--- src/rtl/ahb_slave_if.sv ---
// AHB-Lite slave front end of the AHB-to-APB bridge: decodes word writes into a
// one-entry hold register feeding the FIFO controller, and answers everything else with ERROR.
module ahb_slave_if #(
  parameter logic [31:0] ADDR_BASE = 32'h8000_0000,
  parameter logic [31:0] ADDR_MASK = 32'hF000_0000
) (
  input  logic        Hclk,
  input  logic        Hresetn,
  input  logic        Hsel,
  input  logic [31:0] Haddr,
  input  logic [1:0]  Htrans,
  input  logic        Hwrite,
  input  logic [2:0]  Hsize,
  input  logic [31:0] Hwdata,
  input  logic        Hready,
  input  logic        full,
  output logic        Hreadyout,
  output logic        Hresp,
  output logic [31:0] Hrdata,
  output logic [31:0] Haddr_temp,
  output logic [31:0] Hwdata_temp,
  output logic        Hwrite_temp,
  output logic        valid
);

  typedef enum logic [1:0] {
    ST_IDLE  = 2'd0,
    ST_WDATA = 2'd1,
    ST_ERR1  = 2'd2,
    ST_ERR2  = 2'd3
  } state_t;

  state_t      r_state;
  logic        r_hresp;
  logic [31:0] r_addr_lat;
  logic [31:0] r_hold_addr;
  logic [31:0] r_hold_data;
  logic        r_hold_vld;

  logic        w_accept;
  logic        w_legal;
  logic        w_ready;
  logic        w_load;
  logic        w_valid;
  state_t      w_decode;
  logic        w_unused;

  assign w_unused = Htrans[0];
  assign w_accept = Hsel && Hready && Htrans[1];
  assign w_legal  = Hwrite && (Hsize == 3'b010) && (Haddr[1:0] == 2'b00) &&
                    ((Haddr & ADDR_MASK) == ADDR_BASE);
  assign w_valid  = r_hold_vld && !full;
  assign w_load   = (r_state == ST_WDATA) && w_ready;

  // Slave ready per state; a write data phase only stalls when the hold entry cannot drain.
  always_comb begin
    w_ready = 1'b1;
    case (r_state)
      ST_WDATA: w_ready = !r_hold_vld || !full;
      ST_ERR1:  w_ready = 1'b0;
      default:  w_ready = 1'b1;
    endcase
  end

  // Next state implied by the address phase on the bus this cycle.
  always_comb begin
    w_decode = ST_IDLE;
    if (w_accept) begin
      if (w_legal) begin
        w_decode = ST_WDATA;
      end else begin
        w_decode = ST_ERR1;
      end
    end else begin
      w_decode = ST_IDLE;
    end
  end

  // Bus FSM, address latch and hold register; drain and reload may coincide without a bubble.
  always_ff @(posedge Hclk) begin
    if (!Hresetn) begin
      r_state     <= ST_IDLE;
      r_hresp     <= 1'b0;
      r_addr_lat  <= 32'h0;
      r_hold_addr <= 32'h0;
      r_hold_data <= 32'h0;
      r_hold_vld  <= 1'b0;
    end else begin
      if (w_load) begin
        r_hold_addr <= r_addr_lat;
        r_hold_data <= Hwdata;
        r_hold_vld  <= 1'b1;
      end else if (w_valid) begin
        r_hold_vld  <= 1'b0;
      end

      case (r_state)
        ST_ERR1: begin
          r_state <= ST_ERR2;
          r_hresp <= 1'b1;
        end
        ST_WDATA: begin
          if (w_ready) begin
            r_state <= w_decode;
            r_hresp <= (w_decode == ST_ERR1);
            if (w_decode == ST_WDATA) r_addr_lat <= Haddr;
          end else begin
            r_state <= ST_WDATA;
            r_hresp <= 1'b0;
          end
        end
        default: begin
          r_state <= w_decode;
          r_hresp <= (w_decode == ST_ERR1);
          if (w_decode == ST_WDATA) r_addr_lat <= Haddr;
        end
      endcase
    end
  end

  assign Hreadyout   = w_ready;
  assign Hresp       = r_hresp;
  assign Hrdata      = 32'h0;
  assign Haddr_temp  = r_hold_addr;
  assign Hwdata_temp = r_hold_data;
  assign Hwrite_temp = r_hold_vld;
  assign valid       = w_valid;

endmodule

--- config.mk ---
export PLATFORM = sky130hd
export DESIGN_NAME = ahb_slave_if
export DESIGN_NICKNAME = d
export VERILOG_FILES = /design/src/rtl/ahb_slave_if.sv
export SDC_FILE = /design/constraint.sdc
export NUM_CORES = 1
export LEC_CHECK = 0
export CAP_MARGIN = 30
export CORE_MARGIN = 4
export CORE_UTILIZATION = 42
export CTS_CLUSTER_DIAMETER = 200
export DETAILED_ROUTE_END_ITERATION = 6
export PLACE_DENSITY = 0.81
export SLEW_MARGIN = 20
export SYNTH_ARGS = -nofsm -noshare
export SYNTH_HDL_FRONTEND = slang
export SYNTH_SLANG_ARGS = --single-unit
--- constraint.sdc ---
create_clock -name Hclk -period 2.4 [get_ports Hclk]
set_clock_uncertainty 0.2 [all_clocks]
set_input_delay 0.24 -clock Hclk [delete_from_list [all_inputs] [get_ports Hclk]]
set_output_delay 0.24 -clock Hclk [all_outputs]
set_load 0.01 [all_outputs]
; ---- After elaboration in Yosys (flattened, before gate mapping)
; Cells that the tools add are included.
[op_classes]
addsub = 0
mul = 0
div = 0
magnitude_cmp = 0
n_eq_ne = 7
n_shift = 0
mux = 12
n_bitwise = 1
reduce_logical = 13
[ops]
columns = operator, n
row1 = $mux 32, 2
row2 = $pmux 32 s2, 1
row3 = $logic_and 1x1->1, 7
row4 = $mux 2, 3
row5 = $eq 2x1->1 const B, 2
row6 = $eq 2x2->1 const B, 2
row7 = $eq 4x4->1 const B, 1
row8 = $pmux 1 s2, 2
row9 = $pmux 2 s2, 1
row10 = $eq 3x2->1 const B, 1
row11 = $mux 1, 3
row12 = $logic_not 1->1, 2
row13 = $logic_not 2->1, 1
row14 = $ne 2x2->1 const B, 1
row15 = $reduce_and 2->1, 1
row16 = $reduce_bool 2->1, 1
row17 = $logic_or 1x1->1, 1
row18 = $not 1->1, 1
[word_totals]
regBits = 100
latchBits = 0
ramBits = 0
mem_bits_ro = 0
inputBits = 75
out_inout_bits = 100
wordCells = 39
n_memories = 0

; ---- Depth between registers and ports, before layout
[depth]
ltp_word = 10
mapped_depth = 8
depth_no_buf = 6

; ---- Least setup slack after synthesis
; Ideal clock, no wire load.
[synth_path]
path_kind = input to register
startpoint = input port Haddr[0]
endpoint = register r_addr_lat[28]
setup_ns = 0.116
t_arrival_ns = 1.419
required_time_ns = 2.084
path_slack_ns = 0.665
stages = 5
n_path_buf = 1
cell_sequence = nor4b_4 > nand4_2 > a311oi_4 > buf_6 > and3b_1
[synth_via]
elab_chain_cells = 9
[synth_lines]
columns = element, line_no
row1 = start: declaration, 10  ; input logic [31:0] Haddr,
row2 = $logic_not 2->1 (*), 50  ; assign w_legal = Hwrite && (Hsize == 3'b010) && (Haddr[1:0] == 2'b00) &&
row3 = $logic_and 1x1->1 (*) (2 in a row), 50
row4 = $mux 2 (*), 69  ; if (w_legal) begin
row5 = $mux 2 (*), 68  ; if (w_accept) begin
row6 = $eq 2x1->1 (*), "106, 115"
row7 = $mux 32 (*), -
row8 = $mux 32, -
row9 = $pmux 32 s2 (*), -
row10 = end signal: assignment, 106  ; if (w_decode == ST_WDATA) r_addr_lat <= Haddr;
row11 = end signal: assignment, 115  ; if (w_decode == ST_WDATA) r_addr_lat <= Haddr;
row12 = end: declaration, 35  ; logic [31:0] r_addr_lat;
; Every way passes the cells marked *; elsewhere a longest branch is shown, timed or not. The select of a mux whose other input is x is not followed.
; A chain may end at the register's enable or synchronous reset.

; ---- Final worst setup path
[layout_path]
startpoint = register r_hold_vld, in the netlist Hwrite_temp
endpoint = output port valid
[layout_via]
elab_chain_cells = 1
[layout_lines]
columns = element, line_no
row1 = start: declaration, 38  ; logic r_hold_vld;
row2 = start signal: assignment, 87  ; r_hold_vld <= 1'b0;
row3 = start signal: assignment, 92  ; r_hold_vld <= 1'b1;
row4 = start signal: assignment, 94  ; r_hold_vld <= 1'b0;
row5 = $logic_and 1x1->1, 52  ; assign w_valid = r_hold_vld && !full;
row6 = end: declaration, 23  ; output logic valid
; Every way passes these cells.

==> results.txt <==
- Routed wire length on met2: around 4.4 mm
* Die area: 0.01135 mm²
- The core region is 0.009328 mm².
- Routability cong.: approximately 0.74
- Maximum fanout count along the critical path: 8
* Area of the mapped netlist: 0.004079 mm²
- For this run, asynchronously set or reset flops after synthesis account for 0%.
- Die X: around 110 µm
- In this run the core area contains 35 standard-cell rows.
* Topmost layer with routed signal wires: met4
* Data required time at the worst endpoint: 1.96 ns
- Share of Yosys cell area claimed by the top area cell type: 49.08%
- The area growth from synthesis to layout is 39.11%.
- After layout, the worst path uses 86.41% of the clock period.
- Sequential-to-total area share from yosys stat: 49.08%
- Via density per instance: 4.682
- Setup repair after global routing left no endpoint under its margin.
- The internal portion of the total power is roughly 0.0022 W.
- A synthesized cell averages 8.753 µm².
- Counting instances in the post-synthesis netlist gives the leading cell types as sky130_fd_sc_hd__nand2_1, sky130_fd_sc_hd__dfxtp_1, sky130_fd_sc_hd__a21boi_1, sky130_fd_sc_hd__buf_4, sky130_fd_sc_hd__mux2i_1.
* Hold wc startpoint: Hresetn
* 1st-iter DRT viols: 159
- Setup violations remaining at the end of the flow were counted as 0.
- The number of antenna violations at the first check in global routing came to 0.
* Setup slack on the worst flop-to-flop path: 0.58 ns
- Clock Sinks: 100
* Final hold violation count: 0
* Largest area contributor in the netlist: sky130_fd_sc_hd__dfxtp_1
- Derived from the worst setup path, the maximum achievable clock frequency is roughly 480 MHz.
- Yosys mapped a number of flops with a built-in enable equal to 0.
- Total congestion overflow after global routing: 0
- Per report_power, the combinational group accounts for 7.6% of the total.
* Switching power: 0.0006692 W
- Counting flops and latches in the post-synthesis netlist gives 100.
* Number of antenna cells inserted: 0
- Global routing used 16.38% of the available tracks.
* Latest clock arrival within the worst-skew pair: about 0.34 ns
- Number of design rule violations left after detail routing: 0
* Fraction of final layout cells with drive strength greater than 1: 4.690%
- Count leader, synth: sky130_fd_sc_hd__nand2_1
* Static Leak: about 2.0 nW
- Leading post-synthesis cells by cell area: sky130_fd_sc_hd__dfxtp_1, sky130_fd_sc_hd__nand2_1, sky130_fd_sc_hd__a21boi_1
- TritonCTS built the clock tree.
- Dividing the detail-routed wire length by the instance count gives 12.96 µm.
* Number of fill cells: 817
* Peak VDD IR: 0.0003351 V
- Along the worst hold path, the cell count comes to 3.
- Number of cells on the worst reg-to-reg path: 5
- In this run the critical register-to-register path is launched from r_state[1].
* Sequential cell area: 0.002002 mm²
* Sequential share of power: 57.6%
* Startpoint types: flop
- In the final timing run, aggregate negative setup slack is 0 ns.
* Power density of the placed cells: 508.1 mW/mm²
* TritonCTS Buffers: 9
* Footprint of the multi-input gates: 0.001812 mm²
* Maximum buffer depth of the clock tree: 2
* Sink of the worst hold path: r_addr_lat[14]
- The final layout contains routed wiring with a total length of 9.406 mm.
* Number of library cell types mapped by synthesis: 25
- During synthesis, Yosys emitted a total of 0 warnings.
* Max Cap Violations: 0
- Vias in the first global route: 3,174
- The worst path in the final design needs a cycle of 2.074 ns, including I/O delays and setup.
* Post-route ant nets: 0
- Entering global routing, the biggest net connects 77 pins.
* Area after detailed placement: 0.005487 mm²
- Summing all non-filler instances in the final layout gives an area of between 0.005 and 0.006 mm².
- Global-route wire length before repair: between 15 and 20 mm
- After clock tree synthesis, the flow added hold-fix buffers numbering 0.
- The number of max-slew violations in the final report was 0.
* Clock Root Buffer: sky130_fd_sc_hd__clkbuf_8
* Prevailing post-synth register cell: sky130_fd_sc_hd__dfxtp_1
- During I/O placement, the number of pins put on the boundary was 175.
- Switching portion of total power: 23.21%
- Nature of the critical path endpoint: primary output
- Cells fill 60.83% of the core in the end.
* Start-to-end type of the worst setup path: flop to primary output
- Floorplan die height: 106.5 µm
- Clock input transition at the sequential cells of the worst setup and hold paths: 0.10 ns
- In this run the post-CTS setup repair buffer count came out at 0.
- Instance count of the mapped netlist: 466
- The H-tree generated during clock tree synthesis spans 3 levels.
- In the final design database the tool counted around 670 nets.
- For this configuration, the core starts out at a cell density of 43.73%.
- The detailed router placed 3,399 vias in this run.
- Quantity of gates resized following cts: 0
* Worst min-delay path category: input port to flop
- # port buffers: 141
* Number of detailed-routing iterations run before antenna repair: 4
- HPWL reported at the end of detailed placement: between 6 and 7 mm
* Worst R2R End: r_addr_lat[30]
- Data arrives at the worst endpoint at about 1.6 ns.
* Met3 layer wire length in the routed design: between 700 and 800 µm
* M1 wire length: 4.140 mm
* Clock share of power: between 30% and 40%
* Outcome: complete, no violations
-- routing by layer --
layer | global-route usage (%) | vias to the layer above
li1 | - | 1685
met1 | 20.29 | 1563
met2 | 27.60 | 140
met3 | 4.554 | 11
met4 | 5.205 | 0
met5 | 0 | -
-- layout make-up --
cell class / instances / share of cell area (%)
clock inverter: 5 / 0.7718
timing repair buffer: 147 / 26.55
inverter: 2 / 0.1323
tap: 129 / 2.845
multi-input combinational: 332 / 31.93
sequential: 100 / 35.28
clock buffer: 11 / 2.492
-- cell families (layout without fill, tap and decap cells) --
group | after synthesis | in the layout | share of synthesized area [%]
flip-flops | 100 | 100 | 49.08
AO/OA/AOI/OAI | 76 | 76 | 14.20
multiplexers | 26 | 26 | 6.380
adder cells (fa/ha/maj) | 2 | 2 | 0.6134
other | 1 | 32 | 0.09194
AND/OR/NAND/NOR | 196 | 196 | 19.94
buffers and inverters | 65 | 165 | 9.693
-- worst max-delay path: stages, from the launching register on --
cell and delay, ns:
sky130_fd_sc_hd__dfxtp_1 0.55, sky130_fd_sc_hd__nor2b_1 0.18, sky130_fd_sc_hd__clkdlybuf4s50_1 0.55
-- cells in the final DEF, fill, tap and decap left out, drive strengths merged, types with 3 or more instances in the layout --
cell           synthesis  final
mux2i                 26     26
o21a                   3      3
buf                   42      7
a21boi                65     65
dfxtp                100    100
nor2b                  4      4
clkdlybuf4s50          0    139
and3b                  5      5
conb                   1     32
nand2                182    182
clkbuf                21     11
inv                    2      4
-- worst max-delay path by stage --
stage                 from        endpoint
6_report       Hwrite_temp           valid
5_1_grt        Hwrite_temp           valid
4_1_cts         r_state[0]       Hreadyout
3_5_place_dp      Haddr[0]  r_addr_lat[30]
3_3_place_gp      Haddr[0]  r_addr_lat[30]
2_1_floorplan     Haddr[0]  r_addr_lat[28]
-- power by group through the flow --
stage | Combinational [W] | Clock [W] | Sequential (W)
4_1_cts | 0.000219 | 0.00105 | 0.00166
5_1_grt | 0.000236 | 0.00111 | 0.00166
3_5_place_dp | 0.000218 | 0 | 0.00170
2_1_floorplan | 0.000119 | 0 | 0.00170
3_3_place_gp | 0.000215 | 0 | 0.00170
6_report | 0.000219 | 0.00100 | 0.00166
-- flip-flops by register name, indices dropped and copies added (netlist names) --
name and count:
r_state 2, Hwrite_temp 1, Haddr_temp 32, Hresp 1
r_addr_lat 32, Hwdata_temp 32
-- through the flow --
step	hold slack [ns]	setup slack [ns]	power, W	cells
3_3_place_gp	0.2341	0.1011	0.001914	710
4_1_cts	0.1391	0.03058	0.002929	726
3_5_place_dp	0.2447	0.06713	0.001917	710
5_1_grt	0.1433	0.1711	0.003005	726
2_1_floorplan	0.1748	0.6654	0.001819	497
6_report	0.1556	0.3262	0.002883	726
(Power assumes the default switching activity.)
